[src/rtl/lib_pipe_pkg.sv]
// rtl/lib_pipe_pkg.sv - shared sizing helpers for the pipelined valid/stall link blocks
package lib_pipe_pkg;

    // Entries that must stay free when stall is raised: both pipe directions,
    // the stall register and one cycle of sender reaction.
    function automatic int slack(input int stages);
        return 2 * stages + 2;
    endfunction

    function automatic int ptr_w(input int depth);
        return (depth > 1) ? $clog2(depth) : 1;
    endfunction

    function automatic int cnt_w(input int depth);
        return $clog2(depth + 1);
    endfunction

endpackage

[src/rtl/lib_pipe_term_if.sv]
// rtl/lib_pipe_term_if.sv - link-side and consumer-side signals of the pipe terminator
interface lib_pipe_term_if #(
    parameter int WIDTH = 8
);
    logic             in_vld;
    logic [WIDTH-1:0] in_data;
    logic             stall;
    logic             out_vld;
    logic [WIDTH-1:0] out_data;
    logic             out_rdy;
    logic             ovf_err;

    modport master (
        output in_vld, in_data, out_rdy,
        input  stall, out_vld, out_data, ovf_err
    );

    modport slave (
        input  in_vld, in_data, out_rdy,
        output stall, out_vld, out_data, ovf_err
    );
endinterface

[src/rtl/lib_pipe_term_ram.sv]
// rtl/lib_pipe_term_ram.sv - DEPTH x WIDTH flop array, one write port, async read
module lib_pipe_term_ram
    import lib_pipe_pkg::*;
#(
    parameter int WIDTH = 8,
    parameter int DEPTH = 16,
    parameter int PW    = ptr_w(DEPTH)
) (
    input  logic             clk,
    input  logic             rst_n,
    input  logic             we,
    input  logic [PW-1:0]    waddr,
    input  logic [WIDTH-1:0] wdata,
    input  logic [PW-1:0]    raddr,
    output logic [WIDTH-1:0] rdata
);

    logic [WIDTH-1:0] mem [DEPTH];

    always_ff @(posedge clk or negedge rst_n) begin
        if (!rst_n) begin
            for (int i = 0; i < DEPTH; i++) begin
                mem[i] <= '0;
            end
        end else if (we) begin
            mem[waddr] <= wdata;
        end
    end

    assign rdata = mem[raddr];

endmodule

[src/rtl/lib_pipe_term.sv]
// rtl/lib_pipe_term.sv - receive-side skid buffer terminating a valid/stall pipe, FWFT output
// Optional sticky overflow flag and drop counter: define LIB_PIPE_TERM_OVF_EN.
module lib_pipe_term
    import lib_pipe_pkg::*;
#(
    parameter int WIDTH  = 8,
    parameter int STAGES = 1,
    parameter int DEPTH  = 16
) (
    input logic              clk,
    input logic              rst_n,
    lib_pipe_term_if.slave   bus
);

    localparam int SLACK = slack(STAGES);
    localparam int PW    = ptr_w(DEPTH);
    localparam int CW    = cnt_w(DEPTH);

    generate
        if (DEPTH < SLACK + 2) begin : g_depth_chk
            $error("lib_pipe_term: DEPTH must be at least 2*STAGES+4");
        end
    endgenerate

    logic [PW-1:0]    wr_ptr;
    logic [PW-1:0]    rd_ptr;
    logic [CW-1:0]    count;
    logic [CW-1:0]    count_next;
    logic             pop;
    logic             push_ok;
    logic             stall_q;
    logic [WIDTH-1:0] rdata;

    function automatic logic [PW-1:0] inc_ptr(input logic [PW-1:0] p);
        return (p == PW'(DEPTH - 1)) ? '0 : p + PW'(1);
    endfunction

    // A full buffer can still take a beat when the head leaves in the same cycle.
    always_comb begin
        pop        = (count != '0) && bus.out_rdy;
        push_ok    = bus.in_vld && ((count < CW'(DEPTH)) || pop);
        count_next = count;
        if (push_ok && !pop) begin
            count_next = count + CW'(1);
        end else if (!push_ok && pop) begin
            count_next = count - CW'(1);
        end
    end

    always_ff @(posedge clk or negedge rst_n) begin
        if (!rst_n) begin
            wr_ptr  <= '0;
            rd_ptr  <= '0;
            count   <= '0;
            stall_q <= 1'b0;
        end else begin
            if (push_ok) begin
                wr_ptr <= inc_ptr(wr_ptr);
            end
            if (pop) begin
                rd_ptr <= inc_ptr(rd_ptr);
            end
            count   <= count_next;
            // free entries <= SLACK, judged on post-update occupancy
            stall_q <= (count_next >= CW'(DEPTH - SLACK));
        end
    end

    lib_pipe_term_ram #(
        .WIDTH (WIDTH),
        .DEPTH (DEPTH),
        .PW    (PW)
    ) u_ram (
        .clk   (clk),
        .rst_n (rst_n),
        .we    (push_ok),
        .waddr (wr_ptr),
        .wdata (bus.in_data),
        .raddr (rd_ptr),
        .rdata (rdata)
    );

    assign bus.stall    = stall_q;
    assign bus.out_vld  = (count != '0);
    assign bus.out_data = rdata;

`ifdef LIB_PIPE_TERM_OVF_EN
    logic        ovf_q;
    logic [15:0] drop_cnt;
    logic        drop;

    assign drop = bus.in_vld && !push_ok;

    always_ff @(posedge clk or negedge rst_n) begin
        if (!rst_n) begin
            ovf_q    <= 1'b0;
            drop_cnt <= '0;
        end else if (drop) begin
            ovf_q <= 1'b1;
            if (drop_cnt != 16'hFFFF) begin
                drop_cnt <= drop_cnt + 16'd1;
            end
        end
    end

    assign bus.ovf_err = ovf_q;
`else
    assign bus.ovf_err = 1'b0;
`endif

endmodule

[src/flat_wrapper.sv]
// flat-port wrapper written by rule: the top's interface ports become plain ports
module lib_pipe_term_flat import lib_pipe_pkg::*;
#(
    parameter int WIDTH  = 8,
    parameter int STAGES = 1,
    parameter int DEPTH  = 16
)
  (clk, rst_n, bus_in_vld, bus_in_data, bus_out_rdy, bus_stall, bus_out_vld, bus_out_data, bus_ovf_err);
  lib_pipe_term_if #(.WIDTH(WIDTH)) bus_i ();
  input logic clk;
  input logic rst_n;
  input wire logic [$bits(bus_i.in_vld)-1:0] bus_in_vld;
  input wire logic [$bits(bus_i.in_data)-1:0] bus_in_data;
  input wire logic [$bits(bus_i.out_rdy)-1:0] bus_out_rdy;
  output wire logic [$bits(bus_i.stall)-1:0] bus_stall;
  output wire logic [$bits(bus_i.out_vld)-1:0] bus_out_vld;
  output wire logic [$bits(bus_i.out_data)-1:0] bus_out_data;
  output wire logic [$bits(bus_i.ovf_err)-1:0] bus_ovf_err;
  assign bus_i.in_vld = bus_in_vld;
  assign bus_i.in_data = bus_in_data;
  assign bus_i.out_rdy = bus_out_rdy;
  assign bus_stall = bus_i.stall;
  assign bus_out_vld = bus_i.out_vld;
  assign bus_out_data = bus_i.out_data;
  assign bus_ovf_err = bus_i.ovf_err;
  lib_pipe_term #(.WIDTH(WIDTH), .STAGES(STAGES), .DEPTH(DEPTH)) u_core (.clk(clk), .rst_n(rst_n), .bus(bus_i));
endmodule
[config.mk]
export PLATFORM = sky130hd
export DESIGN_NAME = lib_pipe_term_flat
export DESIGN_NICKNAME = d
export VERILOG_FILES = /design/src/rtl/lib_pipe_pkg.sv /design/src/rtl/lib_pipe_term_if.sv /design/src/rtl/lib_pipe_term_ram.sv /design/src/rtl/lib_pipe_term.sv /design/src/flat_wrapper.sv
export SDC_FILE = /design/constraint.sdc
export NUM_CORES = 1
export LEC_CHECK = 0
export BUFFER_PORTS_ARGS = -buffer_cell sky130_fd_sc_hd__buf_2
export CORE_ASPECT_RATIO = 1.75
export CORE_MARGIN = 1
export CORE_UTILIZATION = 60
export CTS_BUF_LIST = sky130_fd_sc_hd__clkbuf_8
export DETAILED_ROUTE_END_ITERATION = 8
export GPL_TIMING_DRIVEN = 0
export PLACE_DENSITY = 0.77
export SLEW_MARGIN = 0
export SYNTH_ARGS = -nofsm -noshare
export SYNTH_HDL_FRONTEND = slang
export SYNTH_SLANG_ARGS = --single-unit
[constraint.sdc]
create_clock -name clk -period 2.3 [get_ports clk]
set_input_delay 0.115 -clock clk [delete_from_list [all_inputs] [get_ports clk]]
set_output_delay 0.115 -clock clk [all_outputs]
set_load 0.1 [all_outputs]
==> summary.md <==
| Metric | Value |
|---|---|
| Final Critical Period | 2470 ps |
| Clock root buffer | clkbuf_8 |
| Failing checks | setup timing |
| Net count after synthesis | 478 |
| Final setup violation count | 8 |
| Layout Cells excl Fill | 657 |
| Reg power frac | 0.319 |
| CTS tree | done |
| Nets | 534 |
| Total grt overflow | 0 |
| Final setup margin | -175 ps |
| Post-route ant nets | 0 |
| H-tree depth | 4 |
| Slew headroom | 0.557 |
| ANT cells | 0 |
| Die height | 142 um |
| LEAKAGE | 3.55 nW |
| Sw Ratio | 0.384 |
| Synth Cell Area | 6710 um2 |
| CTS Buffer Depth | 2 |
| Detailed placer's ending HPWL | 10100 um |
| Setup_tns | -1300 ps |
| Most frequent cell after synthesis | dfrtp_1 |
| Starting Density | 0.624 |
| Syn Inst Count | 458 |
| Yosys warning count | 0 |
| Async SR Flop Fraction | 1.00 |
| Vias | 4132 |
| Register area share after synthesis | 0.529 |
| Final-report max-slew violation count | 0 |
| Clock Skews | 8.16 ps |
| Wirelength per Cell | 23.2 um |
| WL final | 15300 um |
| Worst-Margin Slew | 665 ps |
| DIE WIDTH | 82.0 um |
| Input/output buffers | 21 |
| Setup CP Type | reg2out |
| Logic pwr share | 0.516 |
| Vias in the first global route | 4431 |
| CORE AREA | 10800 um2 |
| Largest net degree at the start of global routing | 106 |
| Fraction of layout cells with a size suffix above 1 | 0.514 |
| Share of Yosys cell area claimed by the top area cell type | 0.529 |
| Post-synth top area cell | dfrtp_1 |
| Post-synthesis register bit count | 142 |
| Fin util | 0.750 |
| Clock Sinks | 142 |
| Tightest Hold Check Type | in2reg |
| All-Layer GR Usage | 0.289 |
| VDD IR max | 1.98 mV |
| Hold Crit Depth | 2 |
| Area grow syn2layout | 20.3% |
| Max-cap violations | 0 |
| First-pass GRT wire length | 23600 um |
| Antenna violations before repair | 0 |
| CP Capture Type | output pin |
| Switching power total | 5.21 mW |
| Num CTS Buffers | 17 |
| Syn Area/Cell | 14.7 um2 |
| Leading register cell type out of synthesis | dfrtp_1 |
| Fmax | 404 MHz |
| Unique cell type count in the Yosys netlist | 44 |
| Clock Latency Late Sink | 440 ps |
| Critical path required time | 2180 ps |
| Dpl cells | 610 |
| CP Launch Type | flop |
| GPL Wtd Cong | 0.830 |
| Clock Power Share | 0.165 |
| Outcome | finished with violations |
| Synth cell count leaders | dfrtp_1, mux2_2, mux4_2, clkbuf_1, nand3_1 |
| DR pass1 iterations | 5 |
| Top cells by area, synth | dfrtp_1, mux2_2, mux4_2 |
| R2R cell count | 6 |
| Number of flops mapped to enable cells by yosys | 0 |
| Clock transition at the registers of the reported paths | 70 ps |
| Final Cycle Share | 1.08 |
| Crit Path Max Fanout | 6 |
| Row Count | 50 |
| DRC violations left | 0 |
| Top Ports | 23 |
| Final Hold Fails | 0 |
| Starting DRT DRC Count | 194 |
| Die area | 11600 um2 |
| Unrepaired setup endpoints after global routing | true |
| Power per cell area | 1680 nW/um2 |
| DR vias/cell | 6.29 |
| Internal | 8.36 mW |
| CP arrival | 2360 ps |
## final timing paths
check | startpoint | end | slack, ps
hold / removal | bus_in_data[1] | u_core.u_ram.mem[81] | 30
setup / recovery | u_core.rd_ptr[0] | bus_out_data[5] | -170
setup reg to reg | u_core.count[4] | u_core.u_ram.mem[119] | 100
min in group asynchronous | rst_n | u_core.wr_ptr[2] | 140
hold reg to reg | u_core.u_ram.mem[75] | u_core.u_ram.mem[75] | 510
max in group asynchronous | rst_n | u_core.rd_ptr[0] | 1330
## final cells by class
cell class                      count  area [um2]
Fill cell                         688        2690
Sequential cell                   142        3550
Timing Repair Buffer               38         447
Clock buffer                       18         248
Clock inverter                     14         200
Multi-Input combinational cell    276        3220
Inverter                            8        30.0
Buffer                             31         213
Tap cell                          130         163
## cell usage in the layout (no fill, tap or decap), drive strengths merged, types with 2 or more instances in the layout
| master | n |
|---|---|
| clkinvlp | 2 |
| o21ai | 3 |
| clkinv | 4 |
| a21oi | 14 |
| a211oi | 8 |
| nand2 | 7 |
| mux2 | 130 |
| nand4 | 6 |
| bufinv | 5 |
| buf | 43 |
| ha | 8 |
| mux2i | 9 |
| and4 | 2 |
| mux4 | 32 |
| nor2b | 10 |
| dlygate4sd3 | 5 |
| xnor2 | 3 |
| nand3 | 16 |
| nor2 | 4 |
| nor3 | 2 |
| dfrtp | 142 |
| a31oi | 2 |
| inv | 11 |
| clkbuf | 39 |
## power by group through the flow
stage               combinational [mW]  sequential, mW  clock (mW)
floorplan                         4.62            4.10           0
global placement                  5.41            4.19           0
detailed placement                5.58            4.28           0
CTS                               6.85            4.24        2.26
global route                      7.33            4.44        2.37
finish                            7.00            4.32        2.24
## repair_timing
item | in CTS | in global routing
hold buffers | 5 | 0
gates resized for setup | 76 | 5
pin swaps | 5 | 6
buffers inserted | 4 | 4
hold endpoints to repair | 56 | 0
gates cloned | 1 | 2
endpoints found under the setup margin | 8 | 16
## logic make-up (layout without fill, tap and decap cells)
kind of cell / count (synthesis) / count (layout) / share of synthesized area
multiplexers: 171 / 171 / 0.339
flip-flops: 142 / 142 / 0.529
AND/OR/NAND/NOR: 56 / 56 / 0.0490
buffers and inverters: 40 / 109 / 0.0267
AO/OA/AOI/OAI: 37 / 37 / 0.0365
adder cells (fa/ha/maj): 8 / 8 / 0.0149
XOR/XNOR: 3 / 3 / 0.00392
other: 1 / 1 / 0.000559
## critical path, cell delays in order (launching register included)
cell	delay (ps)
dfrtp_2	430
buf_12	160
buf_12	150
clkbuf_16	160
mux4_2	520
mux2i_4	200
a21oi_4	100
buf_12	200
## state kept, by name, indices dropped and copies added (netlist names)
name,flops
u_core.count,5
u_core.wr_ptr,4
u_core.u_ram.mem,128
u_core.bus.stall,1
u_core.rd_ptr,4
## per-layer routing
layer / GRT usage / up-vias / share of wire
met3: 0.0572 / 33 / 0.024
li1: - / 1825 / -
met2: 0.514 / 90 / 0.58
met5: 0 / - / 0
met1: 0.328 / 2184 / 0.37
met4: 0.124 / 0 / 0.034
## stage by stage
stage	hold WS [ps]	power [mW]	worst slack (ps)	instance area, um2
final	29.8	13.6	-175	8070
after global routing	18.8	14.1	-246	8070
after CTS	1.90	13.3	-181	7980
after detailed placement	41.2	9.86	-468	7100
after global placement	445	9.60	-692	7070
after floorplan	-181	8.73	135	6800
Note: power is estimated with default switching activity, not from simulation.
